File: config.mk
export PLATFORM = sky130hd
export DESIGN_NAME = audio_dac_serializer
export DESIGN_NICKNAME = d
export VERILOG_FILES = /design/src/rtl/audio_dac_serializer.sv
export SDC_FILE = /design/constraint.sdc
export NUM_CORES = 1
export LEC_CHECK = 0
export BUFFER_PORTS_ARGS = -buffer_cell sky130_fd_sc_hd__buf_2
export CAP_MARGIN = 5
export CORE_ASPECT_RATIO = 2
export CORE_UTILIZATION = 60
export CTS_BUF_LIST = sky130_fd_sc_hd__clkbuf_2
export CTS_CLUSTER_DIAMETER = 80
export DETAILED_ROUTE_END_ITERATION = 6
export PLACE_DENSITY_LB_ADDON = 0.1
export SYNTH_ARGS = -nofsm -noshare
export SYNTH_HDL_FRONTEND = slang
export SYNTH_SLANG_ARGS = --single-unit
File: constraint.sdc
create_clock -name clk -period 4.1 [get_ports clk]
set_clock_uncertainty 0.2 [all_clocks]
set_input_delay 0.82 -clock clk [delete_from_list [all_inputs] [get_ports clk]]
set_output_delay 0.82 -clock clk [all_outputs]
set_load 0.01 [all_outputs]
File: src/rtl/audio_dac_serializer.sv
`default_nettype none
// ============================================================================
//  Module      : audio_dac_serializer
//  Description : Left-justified mono serializer for an audio DAC (BCLK, LRCK,
//                DATA). Optional underrun counter enabled by the macro
//                AUDIO_DAC_UNDERRUN_CNT_EN.
//  Revision    : 1.0 - initial release
// ============================================================================
module audio_dac_serializer #(
    parameter int DATA_WIDTH = 16,
    parameter int BCLK_DIV   = 4
) (
    input  logic                  clk,
    input  logic                  resetN,
    input  logic                  en,
    input  logic [DATA_WIDTH-1:0] sample_in,
    input  logic                  sample_valid,
    output logic                  sample_req,
    output logic                  AUD_BCLK,
    output logic                  AUD_DACLRCK,
    output logic                  AUD_DACDAT,
    output logic                  underrun
`ifdef AUDIO_DAC_UNDERRUN_CNT_EN
    ,
    output logic [7:0]            underrun_cnt
`endif
);

    localparam int c_DIV_W = (BCLK_DIV > 1) ? $clog2(BCLK_DIV) : 1;
    localparam int c_BIT_W = $clog2(DATA_WIDTH);
    localparam logic [c_DIV_W-1:0] c_DIV_MAX = c_DIV_W'(BCLK_DIV - 1);
    localparam logic [c_BIT_W-1:0] c_BIT_MAX = c_BIT_W'(DATA_WIDTH - 1);

    localparam logic [0:0] c_IDLE = 1'b0;
    localparam logic [0:0] c_RUN  = 1'b1;

    logic [0:0]            r_state;
    logic                  r_first;
    logic [c_DIV_W-1:0]    r_div;
    logic [c_BIT_W-1:0]    r_bit;
    logic                  r_bclk;
    logic                  r_lrck;
    logic [DATA_WIDTH-1:0] r_shift;
    logic [DATA_WIDTH-1:0] r_frame;
    logic [DATA_WIDTH-1:0] r_buf;
    logic                  r_full;
    logic                  r_underrun;

    logic                  w_div_wrap;
    logic                  w_fall;
    logic                  w_bit_wrap;
    logic                  w_frame_end;
    logic                  w_right_req;
    logic                  w_load;
    logic                  w_underrun;
    logic [DATA_WIDTH-1:0] w_load_data;

    assign w_div_wrap  = (r_div == c_DIV_MAX);
    assign w_fall      = (r_state == c_RUN) && w_div_wrap && r_bclk;
    assign w_bit_wrap  = (r_bit == c_BIT_MAX);
    assign w_frame_end = w_fall && w_bit_wrap && r_lrck;
    // Right-slot request is for the next frame, so it is withheld once en drops
    assign w_right_req = w_fall && w_bit_wrap && !r_lrck && en;
    assign w_load      = ((r_state == c_RUN) && r_first) || (w_frame_end && en);
    assign w_underrun  = w_load && !sample_valid && !r_full;
    assign w_load_data = sample_valid ? sample_in : (r_full ? r_buf : '0);

    assign sample_req  = resetN && (((r_state == c_IDLE) && en) || w_right_req);
    assign AUD_BCLK    = r_bclk;
    assign AUD_DACLRCK = r_lrck;
    assign AUD_DACDAT  = r_shift[DATA_WIDTH-1];
    assign underrun    = r_underrun;

    always_ff @(posedge clk or negedge resetN) begin
        if (!resetN) begin
            r_state    <= c_IDLE;
            r_first    <= 1'b0;
            r_div      <= '0;
            r_bit      <= '0;
            r_bclk     <= 1'b0;
            r_lrck     <= 1'b0;
            r_shift    <= '0;
            r_frame    <= '0;
            r_buf      <= '0;
            r_full     <= 1'b0;
            r_underrun <= 1'b0;
        end else begin
            r_underrun <= w_underrun;

            // A sample arriving in the load cycle bypasses the buffer entirely
            if (w_load) begin
                r_full <= 1'b0;
            end else if (sample_valid) begin
                r_buf  <= sample_in;
                r_full <= 1'b1;
            end

            case (r_state)
                c_IDLE: begin
                    r_div   <= '0;
                    r_bit   <= '0;
                    r_bclk  <= 1'b0;
                    r_lrck  <= 1'b0;
                    r_shift <= '0;
                    r_first <= 1'b0;
                    if (en) begin
                        r_state <= c_RUN;
                        r_first <= 1'b1;
                    end
                end
                c_RUN: begin
                    r_first <= 1'b0;
                    r_div   <= w_div_wrap ? '0 : r_div + 1'b1;
                    if (w_div_wrap) begin
                        r_bclk <= ~r_bclk;
                    end
                    if (w_load) begin
                        r_frame <= w_load_data;
                        r_shift <= w_load_data;
                    end
                    if (w_fall) begin
                        r_bit <= w_bit_wrap ? '0 : r_bit + 1'b1;
                        if (w_bit_wrap) begin
                            r_lrck <= ~r_lrck;
                            if (!r_lrck) begin
                                r_shift <= r_frame;
                            end else if (!en) begin
                                r_state <= c_IDLE;
                                r_shift <= '0;
                            end
                        end else begin
                            r_shift <= r_shift << 1;
                        end
                    end
                end
                default: r_state <= c_IDLE;
            endcase
        end
    end

`ifdef AUDIO_DAC_UNDERRUN_CNT_EN
    logic [7:0] r_underrun_cnt;

    always_ff @(posedge clk or negedge resetN) begin
        if (!resetN) begin
            r_underrun_cnt <= 8'd0;
        end else if (w_underrun && (r_underrun_cnt != 8'hFF)) begin
            r_underrun_cnt <= r_underrun_cnt + 8'd1;
        end
    end

    assign underrun_cnt = r_underrun_cnt;
`endif

endmodule
`default_nettype wire

==> run_results.csv, run 1 <==
group,metric,value,unit
setup_path,worstSetupEndpointType,"output pin",
status,outcome,"complete, no violations",
grt,grt_overflow,0,
clock_network,h-tree-depth,3,
timing,fin_crit_sh,76.1,%
layout,final_cell_mix,"dfrtp_1 (60), nand2_1 (34), nor2_1 (27), buf_2 (24), o21ai_0 (21)",
detailed_routing,drc,0,
setup_path,crit_family,"simple AND/OR/NAND/NOR gates",
layout,final_common_cell,"dfrtp_1",
place,io_buffers,24,
timing,slew-limit-headroom,39.7,%
grt,grt_max_degree,61,
setup_path,cp-start-kind,"register",
layout,utilization,66.8,%
detailed_routing,dr.pass1.iters,4,
setup_path,worstPathRequired,3080,ps
grt,grt_pass1_vias,2219,
clock_network,cts_tree,"built",
clock_network,numCtsBuffers,9,
yosys,synth_area_leaders,"dfrtp_1 (49%), mux2_4 (4.9%), mux2_2 (4.4%), nand2_1 (4.2%), o21ai_0 (3.5%)",
timing,setup_viol,0,
setup_path,crit_fanout,16,
yosys,ys.warnings.count,0,
timing,slew_viol_final,0,
grt,antenna_found_initial,0,
timing,worstMarginPinSlew,901,ps
layout,diodes,0,
yosys,synth_top_cell_area_share,49.4,%
timing,clock.fmax,320,MHz
die,core_area,4860,µm²
yosys,synth_edf_count,0,
die,core.rowCount,36,
setup_path,reg2regPathDepth,5,
clock_network,clk_pin_slew,130,ps
yosys,synth_cell_types,41,
detailed_routing,via_count,2290,
min_path,holdPathStages,1,
setup_path,crit_buf_inv,1,
clock_network,insertion_delay,500,ps
die,ioPinCount,25,
clock_network,ctsHoldBuffers,0,
setup_path,slowest_delay,380,ps
timing,period_needed,3120,ps
detailed_routing,ant_nets,0,
die,die_y,103,µm
timing,setup_tns,0,ps
setup_path,arrival,2100,ps
yosys,synth_flop_cell,"dfrtp_1",
layout,area_delta_synth_final,6.83,%
yosys,ys_ff_latch,60,
detailed_routing,wl_per_cell,16.9,µm
job,max_cap_viol_count,0,
yosys,syn_nets,321,
detailed_routing,drt_iter0_drc,64,
layout,final_layout_size_suffix_gt1_share,20.6,%
clock_network,clock_sinks,60,
place,pre_cts_ws,1390,ps
setup_path,crit_chain,"ha_1 > nand2_1 > o31ai_1 > and3_1 > buf_2",
yosys,synth_cells,299,
yosys,synth_largest_area_cell,"dfrtp_1",
clock_network,clockBufferDepth,2,
grt,grt_pass1_wl,10800,µm
min_path,hold_path_class,"reg -> reg",
die,initial_core_util,62.5,%
layout,fin_nets,342,
die,die-area,5380,µm²
place,gp_congestion,0.826,
yosys,yosysSeqAreaShare,49.4,%
timing,holdWs,241,ps
pwr,ir_drop,0.297,mV
timing,rsz0062_at_grt,"no",
clock_network,post_cts_resized,0,
clock_network,root_buffer,"clkbuf_2",
yosys,syn_area_per_cell,10.2,µm²
yosys,mappedNetlistArea,3040,µm²
setup_path,criticalPathCategory,"reg -> out",
detailed_routing,totalWireLength,6450,µm
clock_network,post_cts_buffers,0,
timing,fin_ws,978,ps
pwr,p_leak,1.60,nW
pwr,power_density,444,nW/µm²
setup_path,cp.depth,5,
yosys,async_reset_ff_share,100,%
place,hpwl,4420,µm
die,die_w,52.3,µm
detailed_routing,routed_via_density,5.99,
setup_path,critPathSlowestCell,"dfrtp_1",
timing,hold_viol_final,0,
grt,grt_use_total,27.9,%
## metal layers
layer	vias up	part of all wire, %	global-route usage [%]
met5	-	0	0
met1	1114	43	36.1
li1	1100	-	-
met3	15	4.3	5.75
met2	61	50	42.4
met4	0	2.7	16.8
## through the flow
step / cells / area (µm²) / total power, mW
after floorplan: 299 / 3040 / 1.06
after global placement: 366 / 3170 / 1.15
after detailed placement: 366 / 3170 / 1.17
after CTS: 382 / 3250 / 1.45
after global routing: 382 / 3250 / 1.54
final: 382 / 3250 / 1.44
## power by group
| group | internal, mW | switching (mW) |
|---|---|---|
| clock | 0.0808 | 0.208 |
| sequential | 0.712 | 0.0742 |
| combinational | 0.166 | 0.200 |
| total | 0.958 | 0.483 |
## path summary, 6_finish.rpt
kind | start | end | slack [ps]
max | r_div[0]$_DFF_PN0_ | sample_req | 980
min | r_div[0]$_DFF_PN0_ | r_div[0]$_DFF_PN0_ | 240
max reg2reg | r_div[0]$_DFF_PN0_ | r_shift[6]$_DFF_PN0_ | 1590
min reg2reg | r_div[0]$_DFF_PN0_ | r_div[0]$_DFF_PN0_ | 240
max in group asynchronous | resetN | r_buf[1]$_DFFE_PN0P_ | 2940
min in group asynchronous | resetN | r_frame[12]$_DFFE_PN0P_ | 260
## Yosys cell counts (3+ instances only)
| library cell | n |
|---|---|
| buf_2 | 3 |
| a21o_1 | 8 |
| a21oi_1 | 12 |
| o21ai_0 | 21 |
| a31oi_1 | 14 |
| nor2_1 | 27 |
| a22oi_1 | 10 |
| a211o_1 | 7 |
| dfrtp_1 | 60 |
| nand3b_1 | 6 |
| mux2_2 | 12 |
| nand3_1 | 3 |
| clkbuf_1 | 11 |
| nand2_1 | 34 |
| buf_4 | 3 |
| inv_1 | 10 |
| mux2i_1 | 10 |
| nor2b_1 | 8 |
| nor3_1 | 4 |
| mux2_4 | 10 |
## cell type report
type / count / area (µm²)
clock inverter: 4 / 16.3
multi-input combinational: 209 / 1400
fill: 401 / 1620
clock buffer: 12 / 60.1
timing repair buffer: 28 / 150
inverter: 12 / 47.5
sequential: 60 / 1500
tap: 57 / 71.3
## worst reg2reg max path, delay by kind of cell, from the launching register on
kind / cells / cell delay, ps
simple gates: 3 / 1420
flops: 1 / 380
fa+ha+maj: 1 / 240
compound gates: 1 / 210
## state kept, by name, indices dropped and copies added (netlist names)
name and flops:
AUD_BCLK 1, AUD_DACLRCK 1, r_bit 4, r_buf 16
r_div 2, r_first 1, r_frame 16, r_full 1
r_shift 16, r_state 1, underrun 1
## logic make-up after synthesis
| kind of cell | share of synthesized area [%] |
|---|---|
| flip-flops | 49.4 |
| multiplexers | 12.7 |
| AND/OR/NAND/NOR | 13.6 |
| XOR/XNOR | 0.864 |
| adder cells (fa/ha/maj) | 0.823 |
| buffers and inverters | 4.52 |
| AO/OA/AOI/OAI | 18.1 |
Note: power is estimated with default switching activity, not from simulation.
==> run 2, diff against run 1 <==
clock period = 3.05 ns   (was 4.1 ns; I/O delays follow)
==> run 2 against run 1 <==
  * Hold slack worse by 170 ps
  * Highest routed layer unchanged
  * Global-route usage is 0.38 points higher
  * Via count is 3.1% higher
  * Critical path depth stayed put
  * Total power is 36% higher
  * Setup slack worse by 700 ps
==> run_results.csv, run 2 (synthesized netlist as in run 1, its figures left out) <==
group,metric,value,unit
pwr,p_leak,1.63,nW
layout,final_common_cell,"dfrtp_1",
die,core.rowCount,36,
die,core_area,4860,µm²
layout,final_layout_size_suffix_gt1_share,22.3,%
job,max_cap_viol_count,0,
timing,worstMarginPinSlew,759,ps
place,placed_cells,372,
timing,rsz0062_at_grt,"no",
die,ioPinCount,25,
min_path,hold_path_class,"in -> async",
clock_network,clock_sinks,60,
layout,largest_registers,"r_buf: 16 flops, r_frame: 16 flops, r_shift: 16 flops",
timing,hold_viol_final,0,
die,die_y,103,µm
grt,antenna_found_initial,0,
detailed_routing,totalWireLength,6760,µm
setup_path,r2r-start,"r_bit[0]$_DFFE_PN0P_",
pwr,ir_drop,0.379,mV
grt,grt_use_total,28.3,%
clock_network,cts_tree,"built",
timing,holdWs,70.0,ps
setup_path,worstSetupEndpointType,"output pin",
setup_path,crit_fanout,8,
layout,layout.cells.non_filler,385,
setup_path,cp-start-kind,"register",
layout,area_delta_synth_final,7.94,%
clock_network,root_buffer,"clkbuf_2",
setup_path,worstPathRequired,2240,ps
die,die-area,5380,µm²
detailed_routing,ant_nets,0,
die,die_w,52.3,µm
timing,clock.fmax,360,MHz
grt,grt_pass1_vias,2265,
timing,setup_tns,0,ps
place,io_buffers,24,
detailed_routing,routed_via_density,6.13,
timing,period_needed,2770,ps
setup_path,criticalPathCategory,"reg -> out",
clock_network,clk_pin_slew,150,ps
detailed_routing,dr.pass1.iters,4,
place,gp_congestion,0.809,
clock_network,clockBufferDepth,2,
layout,utilization,67.5,%
clock_network,h-tree-depth,3,
setup_path,arrival,1960,ps
timing,fin_crit_sh,90.9,%
layout,diodes,0,
place,hpwl,4660,µm
timing,fin_ws,276,ps
detailed_routing,via_count,2361,
die,initial_core_util,62.5,%
timing,setup_viol,0,
grt,grt_pass1_wl,10900,µm
grt,grt_overflow,0,
pwr,power_density,595,nW/µm²
layout,final_cell_mix,"dfrtp_1 (60), nand2_1 (34), nor2_1 (27), buf_2 (24), o21ai_0 (21)",
grt,grt_max_degree,61,
status,outcome,"complete, no violations",
timing,slew_viol_final,0,
setup_path,cp-startpoint,"r_bit[0]$_DFFE_PN0P_",
layout,fin_nets,348,
clock_network,ctsHoldBuffers,0,
clock_network,post_cts_resized,0,
detailed_routing,drt_iter0_drc,101,
clock_network,insertion_delay,500,ps
clock_network,post_cts_buffers,0,
place,pre_cts_ws,676,ps
detailed_routing,drc,0,
timing,slew-limit-headroom,49.4,%
detailed_routing,wl_per_cell,17.6,µm
clock_network,numCtsBuffers,9,
[run 2: cell count changes in the layout (fill, tap and decap cells not counted), sizes merged]
cell	change
clkinv	-4
clkbuf	+1
buf	+6
[run 2: power by group]
part / internal (mW) / switching (mW) / total (mW) / leakage [nW]
sequential: 0.957 / 0.108 / 1.07 / 0.731
clock: 0.109 / 0.266 / 0.374 / 0.0540
combinational: 0.239 / 0.275 / 0.515 / 0.841
total: 1.31 / 0.649 / 1.95 / 1.63
[run 2: critical path: stages, from the launching register on]
cell and delay [ps]:
dfrtp_1 430, ha_1 250, nand3_1 250, o31ai_1 250, and3_1 170, buf_2 120
[run 2: metal layers]
layer | vias to the layer above | track usage [%] | part of all wire [%]
met1 | 1177 | 34.7 | 42
met4 | 0 | 14.6 | 2.5
met5 | - | 0 | 0
met3 | 13 | 6.49 | 4.5
li1 | 1110 | - | -
met2 | 61 | 45.5 | 51
[run 2: metrics by stage]
stage / power (mW) / instance area (µm²)
2_1_floorplan: 1.43 / 3040
3_3_place_gp: 1.57 / 3220
3_5_place_dp: 1.59 / 3220
4_1_cts: 1.96 / 3280
5_1_grt: 2.07 / 3280
6_report: 1.95 / 3280
[run 2: worst paths after layout]
check	to	slack, ps	depth (start not counted)
worst max register to register	r_shift[9]$_DFF_PN0_	870	5
worst min register to register	r_div[0]$_DFF_PN0_	240	1
min in group clk	r_buf[14]$_DFFE_PN0P_	150	2
worst min-delay path	AUD_DACLRCK$_DFFE_PN0P_	70	2
max in group asynchronous	r_shift[5]$_DFF_PN0_	2070	2
worst max-delay path	sample_req	280	5
[run 2: area by class of cell]
cell class	instances	area (µm²)
tap	57	71.3
sequential	60	1500
fill	423	1580
inverter	12	47.5
timing repair buffer	34	195
clock buffer	13	65.1
multi-input combinational	209	1400
